[config.mk]
export PLATFORM = sky130hd
export DESIGN_NAME = regfile_scoreboard
export DESIGN_NICKNAME = d
export VERILOG_FILES = /design/src/rtl/regfile_scoreboard.sv
export SDC_FILE = /design/constraint.sdc
export NUM_CORES = 2
export LEC_CHECK = 0
export ABC_AREA = 1
export CORE_MARGIN = 4
export CORE_UTILIZATION = 35
export CTS_CLUSTER_DIAMETER = 120
export CTS_CLUSTER_SIZE = 40
export DETAILED_ROUTE_END_ITERATION = 7
export HOLD_SLACK_MARGIN = 0.06
export SETUP_SLACK_MARGIN = 0.4
export SYNTH_ARGS = -nofsm -noshare
export SYNTH_HDL_FRONTEND = slang
export SYNTH_SLANG_ARGS = --single-unit
export TNS_END_PERCENT = 50
[constraint.sdc]
create_clock -name clk -period 6.6 [get_ports clk]
set_clock_uncertainty 0.2 [all_clocks]
set_input_delay 0.99 -clock clk [delete_from_list [all_inputs] [get_ports clk]]
set_output_delay 0.99 -clock clk [all_outputs]
set_load 0.05 [all_outputs]
[src/rtl/regfile_scoreboard.sv]
// Register file with a busy-bit scoreboard: two combinational read ports, one writeback port,
// and RAW/WAW hazard detection for a single issuing instruction per cycle.
module regfile_scoreboard #(
  parameter int unsigned XLEN   = 32,
  parameter int unsigned NREGS  = 32,
  parameter int unsigned BYPASS = 1,
  localparam int unsigned AW    = $clog2(NREGS)
) (
  input  logic            clk,
  input  logic            reset_n,
  input  logic [AW-1:0]   rs1,
  input  logic [AW-1:0]   rs2,
  output logic [XLEN-1:0] rd1,
  output logic [XLEN-1:0] rd2,
  input  logic            wb_valid,
  input  logic [AW-1:0]   wb_rd,
  input  logic [XLEN-1:0] wb_data,
  input  logic            iss_valid,
  input  logic [AW-1:0]   iss_rd,
  input  logic            iss_use_rs1,
  input  logic            iss_use_rs2,
  output logic            iss_accept,
  output logic            stall,
  input  logic            flush,
  output logic [AW:0]     busy_cnt
);

  logic [XLEN-1:0] regs_q [NREGS];
  logic [NREGS-1:0] busy_q, busy_d;
  logic [AW:0]      cnt_q, cnt_d;

  logic wb_wr;
  logic pend1, pend2, waw;

  assign wb_wr = wb_valid && (wb_rd != '0);

  // A writeback landing on the same register this cycle resolves the hazard.
  always_comb begin
    pend1 = iss_use_rs1 && (rs1 != '0) && busy_q[rs1] && !(wb_valid && (wb_rd == rs1));
    pend2 = iss_use_rs2 && (rs2 != '0) && busy_q[rs2] && !(wb_valid && (wb_rd == rs2));
    waw   = (iss_rd != '0) && busy_q[iss_rd] && !(wb_valid && (wb_rd == iss_rd));
  end

  assign stall      = reset_n && iss_valid && (pend1 || pend2 || waw);
  assign iss_accept = reset_n && iss_valid && !stall && !flush;

  always_comb begin
    rd1 = regs_q[rs1];
    if ((BYPASS != 0) && reset_n && wb_valid && (wb_rd == rs1)) begin
      rd1 = wb_data;
    end
    if (rs1 == '0) begin
      rd1 = '0;
    end
  end

  always_comb begin
    rd2 = regs_q[rs2];
    if ((BYPASS != 0) && reset_n && wb_valid && (wb_rd == rs2)) begin
      rd2 = wb_data;
    end
    if (rs2 == '0) begin
      rd2 = '0;
    end
  end

  // Clear on writeback first so that a same-edge issue set takes priority; flush beats both.
  always_comb begin
    busy_d = busy_q;
    if (wb_wr) begin
      busy_d[wb_rd] = 1'b0;
    end
    if (iss_accept && (iss_rd != '0)) begin
      busy_d[iss_rd] = 1'b1;
    end
    if (flush) begin
      busy_d = '0;
    end
    busy_d[0] = 1'b0;
  end

  always_comb begin
    cnt_d = '0;
    for (int i = 0; i < NREGS; i++) begin
      cnt_d = cnt_d + (AW+1)'(busy_d[i]);
    end
  end

  always_ff @(posedge clk or negedge reset_n) begin
    if (!reset_n) begin
      busy_q <= '0;
      cnt_q  <= '0;
    end else begin
      busy_q <= busy_d;
      cnt_q  <= cnt_d;
    end
  end

  always_ff @(posedge clk or negedge reset_n) begin
    if (!reset_n) begin
      for (int i = 0; i < NREGS; i++) begin
        regs_q[i] <= '0;
      end
    end else if (wb_wr) begin
      regs_q[wb_rd] <= wb_data;
    end
  end

  assign busy_cnt = cnt_q;

endmodule

; ---- Word level (Yosys, flattened, before mapping)
; Index checks and enable logic that the tools add are counted.
[totals]
reg_bits = 1061
inputBits = 59
wordCells = 145
[classes]
n_addsub = 30
n_lt_le_gt_ge = 10
n_eq_ne = 3
mux = 26
bitwise = 6
reduce_logical = 36
[ops]
columns = cell, n
row1 = bitwise mux 1024 bit, 1
row2 = 2-to-1 mux 32 bit, 12
row3 = binary-select mux 32 bit (select 5 bit), 2
row4 = demux 32 bit (select 5 bit), 1
row5 = adder 6 x 1 -> 6 bit, 25
row6 = AND 32 bit, 1
row7 = inverter 32 bit, 1
row8 = bitwise OR 32 bit, 1
row9 = "< comparator 5 x 6 -> 1 bit, second input constant", 4
row10 = logical AND 1 bit, 23
row11 = nonzero test 5 bit, 4
row12 = ">= comparator 6 bit, second input constant", 3
row13 = inverter 5 -> 6 bit, 3
row14 = binary-select mux 1 bit (select 5 bit), 3
row15 = equality test 5 bit, 3
row16 = demux 1 bit (select 5 bit), 2
row17 = ">= comparator 5 x 1 -> 1 bit, second input constant", 2
row18 = logical NOT 5 bit, 2
row19 = adder 5 x 1 -> 6 bit, 1
row20 = "< comparator 6 x 1 -> 1 bit, second input constant", 1
row21 = adder 4 x 1 -> 5 bit, 1
row22 = logical NOT 1 bit, 5
row23 = 2-to-1 mux 1 bit, 5
row24 = adder 3 x 1 -> 4 bit, 1
row25 = 3 further kinds, 4

; ---- Depth between registers and ports, before layout
[logic_depth]
depth_word = 43
mapped_depth = 34

; ---- Worst setup path after synthesis
; OpenSTA, ideal clock, no wires.
[synth_timing]
kind = input to register
start = input rs2[0]
end = register cnt_q[4] (netlist: busy_cnt[4])
setup_time_ps = 80
arrival_time_ps = 6566
path_slack_ps = -246
cell_stages = 29
path_buffers = 3
path_cell_list = buf_4 inv_6 buf_6 nand4_2 nand2_1 o21bai_1 inv_1 nand3_1 nand2_2 nor2_4 buf_6 nand4_1 nand2_1 nand2_1 fa_1 inv_1 fa_1 inv_1 fa_1 fa_1 fa_1 inv_1 fa_1 fa_1 fa_1 a21oi_1 nor2_1 nor2_1 xnor2_1
[synth_between]
elab_chain_len = 43
[synth_lines]
columns = element, line_no
row1 = from (decl), 12  ; input logic [AW-1:0] rs2,
row2 = "binary-select mux 1 bit (select 5 bit), or another cell as far along", 40  ; pend2 = iss_use_rs2 && (rs2 != '0) && busy_q[rs2] && !(wb_valid && (wb_rd == rs2));
row3 = 2-to-1 mux 1 bit (implied by the code) / logical AND 1 bit (equally long branches), 40
row4 = logical AND 1 bit / logical NOT 1 bit (equally long branches), 40
row5 = logical AND 1 bit *, 40
row6 = logical OR 1 bit * (2 in series), 44  ; assign stall = reset_n && iss_valid && (pend1 || pend2 || waw);
row7 = logical AND 1 bit *, 44
row8 = logical NOT 1 bit *, 45  ; assign iss_accept = reset_n && iss_valid && !stall && !flush;
row9 = logical AND 1 bit * (2 in series), 45
row10 = (+3 left out), -
row11 = adder 1 x 1 -> 2 bit, 85  ; cnt_d = cnt_d + (AW+1)'(busy_d[i]);
row12 = adder 2 x 1 -> 3 bit, 85
row13 = adder 3 x 1 -> 4 bit, 85
row14 = adder 4 x 1 -> 5 bit, 85
row15 = adder 5 x 1 -> 6 bit, 85
row16 = adder 6 x 1 -> 6 bit (24 in series), 85
row17 = adder 6 x 1 -> 6 bit *, 85
row18 = via cnt_d[4], 30  ; logic [AW:0] cnt_q, cnt_d;
row19 = to (signal assigned), 95  ; cnt_q <= cnt_d;
row20 = to (decl), 30
; Mark *: on every way through the listed nets, which the timed path passes. The rest lies on a longest branch. The select of a mux whose other input is x is not followed.
; A chain may end at the register's enable or synchronous reset.

; ---- Worst setup path in the final report
[layout_timing]
start = input iss_rd[0]
end = register cnt_q[5] (netlist: busy_cnt[5])
[layout_between]
elab_chain_len = 42
[layout_lines]
columns = element, line_no
row1 = from (decl), 19  ; input logic [AW-1:0] iss_rd,
row2 = binary-select mux 1 bit (select 5 bit) / equality test 5 bit (equally long branches), 41  ; waw = (iss_rd != '0) && busy_q[iss_rd] && !(wb_valid && (wb_rd == iss_rd));
row3 = 2-to-1 mux 1 bit (implied by the code) / logical AND 1 bit (equally long branches), 41
row4 = logical AND 1 bit / logical NOT 1 bit (equally long branches), 41
row5 = logical AND 1 bit, 41
row6 = logical OR 1 bit, 44
row7 = logical AND 1 bit, 44
row8 = logical NOT 1 bit, 45
row9 = logical AND 1 bit (2 in series), 45
row10 = (+3 left out), -
row11 = adder 1 x 1 -> 2 bit, 85
row12 = adder 2 x 1 -> 3 bit, 85
row13 = adder 3 x 1 -> 4 bit, 85
row14 = adder 4 x 1 -> 5 bit, 85
row15 = adder 5 x 1 -> 6 bit, 85
row16 = adder 6 x 1 -> 6 bit (24 in series), 85
row17 = adder 6 x 1 -> 6 bit *, 85
row18 = via cnt_d[5], 30
; Marked as above.

==> impl_results.html <==
<table>
<tr><th>Metric</th><th>Value</th></tr>
<tr><th colspan="2">Outcome</th></tr>
<tr><td>Run status</td><td>complete, no violations</td></tr>
<tr><th colspan="2">GRT</th></tr>
<tr><td>Overall Global Routing Usage</td><td>0.282</td></tr>
<tr><td>Antenna violations before repair</td><td>12</td></tr>
<tr><td>Total overflow reported by the global router</td><td>0</td></tr>
<tr><td>Number of global-route vias before repair</td><td>roughly 56000</td></tr>
<tr><td>Largest net degree at the start of global routing</td><td>200</td></tr>
<tr><td>Global-route wire length before repair</td><td>about 380 mm</td></tr>
<tr><th colspan="2">Final layout</th></tr>
<tr><td>Area growth from synthesis to final layout</td><td>9.19%</td></tr>
<tr><td>Share of cells above drive strength 1</td><td>0.0735</td></tr>
<tr><td>Fraction of the core area covered by cells at the end of the flow</td><td>0.384</td></tr>
<tr><td>Fin nets</td><td>between 7000 and 8000</td></tr>
<tr><td>Filler Cells Inserted</td><td>around 17000</td></tr>
<tr><th colspan="2">Clock network</th></tr>
<tr><td>Clock Latency Late Sink</td><td>670 ps</td></tr>
<tr><td>Cell chosen for the clock root</td><td>clkbuf_16</td></tr>
<tr><td>Clock transition at the registers of the reported paths</td><td>~150 ps</td></tr>
<tr><td>Clock tree from TritonCTS</td><td>done</td></tr>
<tr><td>Max clock buf depth</td><td>3</td></tr>
<tr><td>Clock Sink Count</td><td>roughly 1100</td></tr>
<tr><td>TritonCTS buffer count</td><td>34</td></tr>
<tr><td>H-tree Lvls</td><td>2</td></tr>
<tr><th colspan="2">Route</th></tr>
<tr><td>Routed vias</td><td>between 50000 and 60000</td></tr>
<tr><td>Post-detailed-route DRC marker count</td><td>0</td></tr>
<tr><td>Remaining antenna violation count</td><td>0</td></tr>
<tr><td>Via-per-instance ratio</td><td>5.96</td></tr>
<tr><td>Detailed-router iteration count before antenna repair</td><td>7</td></tr>
<tr><td>Wire length after detailed routing</td><td>~260 mm</td></tr>
<tr><td>Average detailed-routed wire length per instance</td><td>about 26 um</td></tr>
<tr><td>Number of design-rule violations left by the first detailed-router iteration</td><td>between 8000 and 9000</td></tr>
<tr><th colspan="2">Floorplanning</th></tr>
<tr><td>Chip width</td><td>~420 um</td></tr>
<tr><td>Initial core utilization</td><td>0.352</td></tr>
<tr><td>DIE HEIGHT</td><td>between 400 and 500 um</td></tr>
<tr><td>Number of rows created at floorplan</td><td>151</td></tr>
<tr><td>Die Area</td><td>between 150000 and 200000 um^2</td></tr>
<tr><td>Boundary Pins</td><td>131</td></tr>
<tr><td>Core region area</td><td>~170000 um^2</td></tr>
<tr><th colspan="2">Worst setup path</th></tr>
<tr><td>Arrival time of data at the critical path endpoint</td><td>6880 ps</td></tr>
<tr><td>Library cell contributing the largest single delay on the critical path</td><td>fa_1</td></tr>
<tr><td>Worst stage delay on the critical path</td><td>approximately 530 ps</td></tr>
<tr><td>Startpoint types</td><td>input pin</td></tr>
<tr><td>Category of the critical setup timing path</td><td>in2reg</td></tr>
<tr><td>Worst endpoint required time</td><td>slightly below 7000 ps</td></tr>
<tr><td>Element type at the critical path end</td><td>flip-flop</td></tr>
<tr><td>Beginning of the worst register-to-register path</td><td>busy_q[19]</td></tr>
<tr><td>Reg-to-reg setup timing slack</td><td>around 110 ps</td></tr>
<tr><td>Biggest fanout along the worst timing path</td><td>7</td></tr>
<tr><td>Endpoint of the worst register-to-register path</td><td>busy_cnt[5]</td></tr>
<tr><td>Count of cells along the worst register-to-register path</td><td>30</td></tr>
<tr><th colspan="2">Synthesis</th></tr>
<tr><td>Mux share of post-synthesis cell area</td><td>0</td></tr>
<tr><td>Post-Synthesis Net Count</td><td>slightly above 8000</td></tr>
<tr><td>Count of cell types in the netlist</td><td>48</td></tr>
<tr><td>Count of flip-flops with a built-in enable after synthesis</td><td>0</td></tr>
<tr><td>Simple-Gate Fraction of Synth Area</td><td>0.154</td></tr>
<tr><td>Flip-flop and latch count after synthesis</td><td>between 1000 and 1500</td></tr>
<tr><td>Main combinational cell family by area after synthesis</td><td>compound AO/OA/AOI/OAI gates</td></tr>
<tr><td>Complex-gate fraction of the synthesized area</td><td>0.286</td></tr>
<tr><td>Async SR Flop Fraction</td><td>1.00</td></tr>
<tr><td>Share of the synthesized netlist area taken by xor and xnor gates</td><td>0.00103</td></tr>
<tr><td>Seq/Total Area, Yosys</td><td>0.445</td></tr>
<tr><td>Cell count after synthesis</td><td>between 7000 and 8000</td></tr>
<tr><td>Post-synthesis cell area</td><td>between 50000 and 60000 um^2</td></tr>
<tr><td>Top FF cell, synth</td><td>dfrtp_1</td></tr>
<tr><td>Ys Warns</td><td>0</td></tr>
<tr><td>Adder-cell area share of the yosys netlist</td><td>0.00918</td></tr>
<tr><td>Average cell area after synthesis</td><td>7.49 um^2</td></tr>
<tr><th colspan="2">Timing</th></tr>
<tr><td>RSZ-0062 raised after global routing</td><td>true</td></tr>
<tr><td>Achievable Freq</td><td>around 150 MHz</td></tr>
<tr><td>Remaining max-slew budget at the tightest pin</td><td>0.168</td></tr>
<tr><td>Final critical-path share of the clock period</td><td>0.988</td></tr>
<tr><td>Final setup violating endpoints</td><td>0</td></tr>
<tr><td>Final-layout worst hold slack</td><td>about 150 ps</td></tr>
<tr><td>Final-report hold violation count</td><td>0</td></tr>
<tr><td>Shortest period the worst path allows</td><td>6520 ps</td></tr>
<tr><td>Pins over their slew limit</td><td>0</td></tr>
<tr><td>Actual slew at the worst max-slew pin</td><td>roughly 1200 ps</td></tr>
<tr><th colspan="2">Hold path</th></tr>
<tr><td>Class of the most critical hold timing path</td><td>in2async</td></tr>
<tr><th colspan="2">Placed design</th></tr>
<tr><td>Post-DP HPWL</td><td>between 100 and 150 mm</td></tr>
<tr><td>Port bufs</td><td>130</td></tr>
<tr><td>Final weighted congestion in routability-driven placement</td><td>roughly 0.93</td></tr>
<tr><th colspan="2">Power</th></tr>
<tr><td>Total power after layout</td><td>between 15 and 20 mW</td></tr>
<tr><td>Cell leakage power</td><td>between 20 and 30 nW</td></tr>
<tr><td>Power density of the placed cells</td><td>245 nW/um^2</td></tr>
<tr><td>Peak ir drop on the vdd network</td><td>approximately 170 uV</td></tr>
<tr><th colspan="2">Job</th></tr>
<tr><td>Maxcap violations</td><td>0</td></tr>
</table>
layer usage:
metal,share of wire,track usage
met5,0.00027,0
met4,0.062,0.156
met3,0.099,0.0525
met2,0.44,0.433
met1,0.40,0.376
how the worst max path moves through the flow:
stage	from	to	slack, ps	depth (start not counted)
floorplan	iss_rd[0]	busy_cnt[4]	-90	32
global placement	iss_rd[0]	busy_cnt[4]	-1100	31
detailed placement	iss_rd[0]	busy_cnt[4]	-1080	31
CTS	iss_rd[0]	busy_cnt[4]	100	32
global route	iss_rd[0]	busy_cnt[4]	-250	32
finish	iss_rd[0]	busy_cnt[5]	80	33
placed cells by master (no fill, tap or decap), types with 33 or more instances in the layout:
master,instances
o221ai_1,56
inv_1,660
clkdlybuf4s50_1,43
nor2_1,281
nand4_1,33
o2111ai_1,110
a21oi_1,823
clkbuf_16,35
nand3_1,537
nand2_1,1288
a31oi_1,67
dfrtp_1,1061
o21ai_0,1865
o211ai_1,112
buf_4,311
buf_12,85
o22ai_1,36
synthesized netlist by cell type, types with 26 or more instances:
master,count,area [um^2]
nor2_1,295,1110
nand4_1,33,206
o2111ai_1,110,963
o21ai_0,1865,9330
inv_1,672,2520
buf_1,49,184
dfrtp_1,1061,26600
buf_4,26,195
o221ai_1,56,490
buf_6,29,327
o22ai_1,36,225
a31oi_1,68,425
o21ai_1,31,155
nand2_1,1302,4890
nand3_1,541,2710
clkbuf_1,403,1510
o211ai_1,112,841
a21oi_1,826,4130
a211oi_1,28,210
buf_2,286,1430
final cells by class:
| cell class | instances | area [um^2] | share of cell area |
|---|---|---|---|
| Clock inverter | 11 | 154 | 0.00236 |
| Timing Repair Buffer | 479 | 4930 | 0.0757 |
| Multi-Input combinational cell | 5416 | 27200 | 0.418 |
| Inverter | 688 | 2640 | 0.0405 |
| Clock buffer | 35 | 876 | 0.0134 |
| Timing Repair inverter | 1 | 6.26 | 0.0000960 |
| Tap cell | 2218 | 2780 | 0.0426 |
| Sequential cell | 1061 | 26600 | 0.408 |
| Antenna cell | 5 | 12.5 | 0.000192 |
critical path, delay by kind of cell:
family	cells	cell delay (ps)
fa+ha+maj	7	3260
simple gates	14	1180
buf+inv	9	980
compound gates	3	430
through the flow:
stage	setup WS [ps]	std cells	instance area [um^2]	TNS (ps)
after CTS	99.7	9908	65100	0
after global routing	-246	9913	65100	-763
after global placement	-1100	9853	63800	-5130
after floorplan	-87.1	7961	59700	-87.1
final	78.1	9914	65100	0
after detailed placement	-1080	9853	63800	-5050
where the power goes:
group | leakage [nW] | switching, mW | internal, mW
logic | 14.5 | 2.79 | 1.46
clock network | 0.503 | 2.22 | 1.06
registers | 13.1 | 0.679 | 7.76
repair_timing:
item                       4_1_cts  5_1_grt
gates cloned                     3        0
setup endpoints to repair       16       26
pin swaps                       17        3
hold buffers                     0        0
gates resized for setup         64       13
buffers inserted                 6        1
sequential cells by signal, indices dropped and copies added, names as in the netlist:
| signal | count |
|---|---|
| busy_q | 31 |
| busy_cnt | 6 |
| regs_q | 1024 |
cell families (layout without fill, tap and decap cells):
family,count (synthesis),in the layout
AOI/OAI and AO/OA,3164,3164
DFF,1061,1061
other,0,5
and+or+nand+nor,2215,2215
adders and majority gates,30,30
buffers and inverters,1484,1214
xor gates and xnor gates,7,7
(Power assumes the default switching activity.)
